<file path="src/rtl/pbcd_to_binary.sv">
// ---------------------------------------------------------------------------
// pbcd_to_binary
//
// Sequential pseudo-BCD to binary converter (reverse double-dabble). This is
// the inverse of the binary -> pseudo-BCD path that feeds the display. It loads
// keypad or decimal entry back into the binary accumulator.
//
// Each decimal digit arrives in a 5-bit field: a 4-bit BCD digit plus one pad
// bit above it, which must be zero. A valid request shifts the digit register
// into a binary register one bit per clock, for OUT_W clocks. Any digit field
// that is not 0..9, or any pad bit that is set, makes the request fail. A failed
// request completes quickly with a result of 0 and err set.
//
// Ports
//   clk      in   1        system clock, rising edge
//   reset    in   1        synchronous, active-high reset
//   start    in   1        conversion request, sampled only while idle
//   pbcd     in   5*NDIG   digit d at [5d+3:5d], pad bit at [5d+4]
//   acc_out  out  OUT_W    converted value, held until the next completion
//   busy     out  1        high from the accepting edge until back in IDLE
//   done     out  1        one-cycle completion pulse
//   err      out  1        last completed request had a bad digit or pad bit
//
// Parameters
//   NDIG     number of decimal digits
//   OUT_W    binary width; 10**NDIG-1 must fit in OUT_W bits
//
// State | meaning
// ------+-----------------------------------------------------------------
// IDLE  | waiting for start; outputs hold the last result
// SHIFT | valid: one right shift + digit correction per clock, OUT_W times
//       | invalid: a single reject cycle, no shifting
// DONE  | result registered, done pulse high; returns to IDLE next clock
// ---------------------------------------------------------------------------

module pbcd_to_binary #(
    parameter int NDIG  = 2,
    parameter int OUT_W = 8
) (
    input  logic                clk,
    input  logic                reset,
    input  logic                start,
    input  logic [5*NDIG-1:0]   pbcd,
    output logic [OUT_W-1:0]    acc_out,
    output logic                busy,
    output logic                done,
    output logic                err
);

    localparam int DIG_W  = 4 * NDIG;
    localparam int WORK_W = DIG_W + OUT_W;
    localparam int CNT_W  = $clog2(OUT_W + 1);

    typedef enum logic [1:0] {
        IDLE  = 2'd0,
        SHIFT = 2'd1,
        DONE  = 2'd2
    } state_t;

    state_t              state;
    logic [WORK_W-1:0]   work;
    logic [CNT_W-1:0]    shift_cnt;
    logic                bad_req;

    logic                pbcd_ok;
    logic [DIG_W-1:0]    pbcd_digits;
    logic [WORK_W-1:0]   work_next;

    // Strip the pad bits and check every field.
    always_comb begin
        pbcd_ok     = 1'b1;
        pbcd_digits = '0;
        for (int d = 0; d < NDIG; d++) begin
            pbcd_digits[4*d +: 4] = pbcd[5*d +: 4];
            if (pbcd[5*d+4] || (pbcd[5*d +: 4] > 4'd9))
                pbcd_ok = 1'b0;
        end
    end

    // One reverse double-dabble step. First shift the whole register right.
    // Then take 3 from every digit that is now 8 or more. A digit that is 8 or
    // more has its top bit set, so the subtraction cannot underflow.
    always_comb begin
        work_next = work >> 1;
        for (int d = 0; d < NDIG; d++) begin
            if (work_next[OUT_W + 4*d + 3])
                work_next[OUT_W + 4*d +: 4] = work_next[OUT_W + 4*d +: 4] - 4'd3;
        end
    end

    always_ff @(posedge clk) begin
        if (reset) begin
            state     <= IDLE;
            work      <= '0;
            shift_cnt <= '0;
            bad_req   <= 1'b0;
            acc_out   <= '0;
            busy      <= 1'b0;
            done      <= 1'b0;
            err       <= 1'b0;
        end else begin
            done <= 1'b0;
            case (state)
                IDLE: begin
                    if (start) begin
                        state     <= SHIFT;
                        busy      <= 1'b1;
                        shift_cnt <= '0;
                        if (pbcd_ok) begin
                            work    <= {pbcd_digits, {OUT_W{1'b0}}};
                            bad_req <= 1'b0;
                        end else begin
                            work    <= '0;
                            bad_req <= 1'b1;
                        end
                    end
                end

                SHIFT: begin
                    if (bad_req) begin
                        // A rejected request spends one cycle here.
                        // It shifts nothing, and then reports 0 with err set.
                        state   <= DONE;
                        acc_out <= '0;
                        err     <= 1'b1;
                        done    <= 1'b1;
                    end else begin
                        work      <= work_next;
                        shift_cnt <= shift_cnt + CNT_W'(1);
                        if (shift_cnt == CNT_W'(OUT_W - 1)) begin
                            // Take the result from the final shift.
                            // It is not read back from work.
                            state   <= DONE;
                            acc_out <= work_next[OUT_W-1:0];
                            err     <= 1'b0;
                            done    <= 1'b1;
                        end
                    end
                end

                DONE: begin
                    state <= IDLE;
                    busy  <= 1'b0;
                end

                default: begin
                    state <= IDLE;
                    busy  <= 1'b0;
                end
            endcase
        end
    end

endmodule

</file>
<file path="config.mk">
export PLATFORM = sky130hd
export DESIGN_NAME = pbcd_to_binary
export DESIGN_NICKNAME = d
export VERILOG_FILES = /design/src/rtl/pbcd_to_binary.sv
export SDC_FILE = /design/constraint.sdc
export NUM_CORES = 1
export LEC_CHECK = 0
export ABC_AREA = 0
export BUFFER_PORTS_ARGS = -buffer_cell sky130_fd_sc_hd__buf_2
export CORE_UTILIZATION = 55
export CTS_CLUSTER_SIZE = 10
export DETAILED_ROUTE_END_ITERATION = 6
export PLACE_DENSITY_LB_ADDON = 0.1
export SETUP_SLACK_MARGIN = 0.4
export SYNTH_ARGS = -nofsm -noshare
export SYNTH_HDL_FRONTEND = slang
export SYNTH_SLANG_ARGS = --single-unit
</file>
<file path="constraint.sdc">
create_clock -name clk -period 2.7 [get_ports clk]
set_clock_uncertainty 0.05 [all_clocks]
set_input_delay 0 -clock clk [delete_from_list [all_inputs] [get_ports clk]]
set_output_delay 0 -clock clk [all_outputs]
set_load 0.01 [all_outputs]
</file>
==> run metrics <==
Data required, critical path=2910 ps; die height=51.4 µm; Synth area leaders=dfxtp_1, nor2_1, a22oi_1; layout cells sized above 1=19.0%; minimum hold slack=38.9 ps; max-slew violation count=0; CTS tree=built; dpl ws=1070 ps; first-pass GRT wire length=4550 µm; largest area contributor in the netlist=dfxtp_1; clock sinks=33; CTS Buffer Depth=2; R2R Path End=shift_cnt[2]; Clk pwr share=29.5%; CP delay by family, top=compound AO/OA/AOI/OAI gates; gp weighted congestion=0.770; die area=2640 µm²; # fillers=193; clk root buf=clkbuf_4; Post-Syn Area=1340 µm²; routed len/inst=13.0 µm; via count=1174; CP max FO=18; Crit-path slowest cell=dfxtp_1; f_max=612 MHz; Worst-Margin Slew=659 ps; CP endpoint=shift_cnt[2]; CTS Buf Count=5; setup TNS=0 ps; Synth Instances=150; Syn Area/Cell=8.94 µm²; #FFs+latches synth=33; Final ANT Viol Nets=0; Synth Net Count=165; Site Rows=17; Worst-Skew Late Latency=350 ps; Synth warnings=0; Final setup viols=0; Bufs and invs on worst path=0; Seq pwr share=57.1%; Post-DP HPWL=1710 µm; Pwr Total=919 µW; ant diodes=0; fin crit share=60.5%; post-cts resize count=0; total gr overflow=0; worst hold path class=primary input to flop; Sw Ratio=28.6%; layout overhead on the synthesized area=17.7%; Internal=657 µW; crit path launch=state[0]; Final #Nets=193; vias per cell=5.67; # H-tree levels=2; pwr dens=582 nW/µm²; final WL=2680 µm; post-route setup slack=1070 ps; Die Wd=51.4 µm; max_cap viols=0; P_sw=263 µW; Worst path depth=4; Top Ports=24; core area=2250 µm²; fin crit period=1630 ps; peak supply drop=0.447 mV; RSZ-0062 raised after global routing=no; sequential cell area fraction in the yosys report=49.3%; maximum number of pins on one net before global-route repair=34; share of the synthesized area in the top cell type=49.3%; worst path cell trace=nand2b_4, a21o_1, or3_1, a211oi_1; vias in the first global route=1044; final hold violation count=0; Critical Path Source Type=flop; multi-input combinational cell area=622 µm²; leakage power total=0.000623 µW; Reg clk slew, reported paths=110 ps; Yosys cell types=26; critical path type=flop to flop; Post CTS Setup Buffer Count=0; setup slack, reg-to-reg=1070 ps; Critical R2R Launch=state[0]; Rel. slew slack=56.1%; Pre-antenna DRT Iters=4; Comb power frac=13.5%; endpoint type of the worst setup path=flop; slowest stage delay, CP=370 ps; port buffer count=23; initial core utilization=59.5%; r2r worst-path depth=4; number of DRC markers in iteration 0=31; Worst EP arrival=1840 ps; DRC=0; Sequential Area=661 µm²; status=complete, no violations; initial antenna violation count=0; GRT Total Usage=24.3%
worst min-delay path: stages:
cell	delay [ps]
buf_2	90
a311oi_1	80
nor3_1	200
synth_stat cells (all sizes together):
cell,n
o21ai,4
mux2i,2
dfxtp,33
and3,1
nand2b,4
nor2,33
a32oi,1
inv,3
a21oi,8
nor3,4
ha,2
a22oi,16
nor2b,1
a211oi,8
or3,1
xnor2,3
buf,3
nand2,4
a21o,2
nand3b,1
a311oi,3
clkbuf,7
nand3,6
cells by family (layout without fill, tap and decap cells):
group	after synthesis	after routing	synth area share, %
AOI/OAI and AO/OA	42	42	21.6
xor gates and xnor gates	3	3	1.96
adders and majority gates	2	2	1.87
buffers and inverters	13	42	4.38
DFF	33	33	49.3
muxes	2	2	1.49
and+or+nand+nor	55	55	19.4
power by group through the flow:
stage | sequential [µW] | combinational [µW] | clock [µW]
finish | 525 | 124 | 271
global route | 527 | 140 | 301
CTS | 524 | 123 | 282
detailed placement | 535 | 113 | 0
global placement | 534 | 111 | 0
floorplan | 532 | 91.2 | 0
layout by cell type (no fill, tap or decap):
cell type	count
nor2b_1	1
a311oi_1	3
a32oi_1	1
nand3_1	6
a211oi_1	8
clkbuf_4	5
a22oi_1	16
a21oi_1	8
ha_1	2
xnor2_1	3
clkinvlp_4	1
mux2i_1	2
or3_1	1
nand2b_4	2
dfxtp_1	33
nor3_2	1
nand3b_1	1
nor2_1	33
dlygate4sd3_1	8
buf_2	23
and3_1	1
nor3_1	3
nand2b_1	2
clkinv_2	2
nand2_1	4
a21o_1	2
inv_1	3
o21ai_0	4
repair_timing:
item / CTS / global route
hold endpoints to repair: 8 / 0
hold buffers: 8 / 0
endpoints found under the setup margin: 0 / 0
how the worst min path moves through the flow:
stage                       start       end  slack [ps]  depth (start not counted)
final                     pbcd[1]   work[9]          40                          3
after global routing      pbcd[1]   work[9]          60                          3
after CTS                 pbcd[1]   work[9]          10                          3
after detailed placement  pbcd[5]  work[12]         220                          3
after global placement    pbcd[5]  work[12]         210                          3
after floorplan           pbcd[6]  work[13]         100                          2
cell type report:
type                    count  area share (%)
inverters                   3           0.713
clock inverters             3            1.11
flip-flops and latches     33            41.8
repair buffers             31            12.4
clock buffers               5            2.38
well taps                  28            2.22
multi-input cells         104            39.4
metal layers:
layer  global-route usage [%]  wire [µm]  vias to the layer above
met1                     28.3       1230                      546
li1                         -          -                      588
met2                     37.9       1250                       33
met5                        0          0                        -
met3                     9.82        149                        7
met4                     12.6         55                        0
flip-flops by register name (all words and copies together) (netlist names):
signal     cells
acc_out        8
bad_req        1
busy           1
done           1
err            1
shift_cnt      4
state          2
work          15
per-stage QoR:
step	instances	area, µm²	utilization, %
2_1_floorplan	150	1340	-
3_3_place_gp	191	1440	64.0
3_5_place_dp	191	1440	64.0
4_1_cts	207	1580	70.0
5_1_grt	207	1580	70.0
6_report	207	1580	70.0
Note: power is estimated with default switching activity, not from simulation.
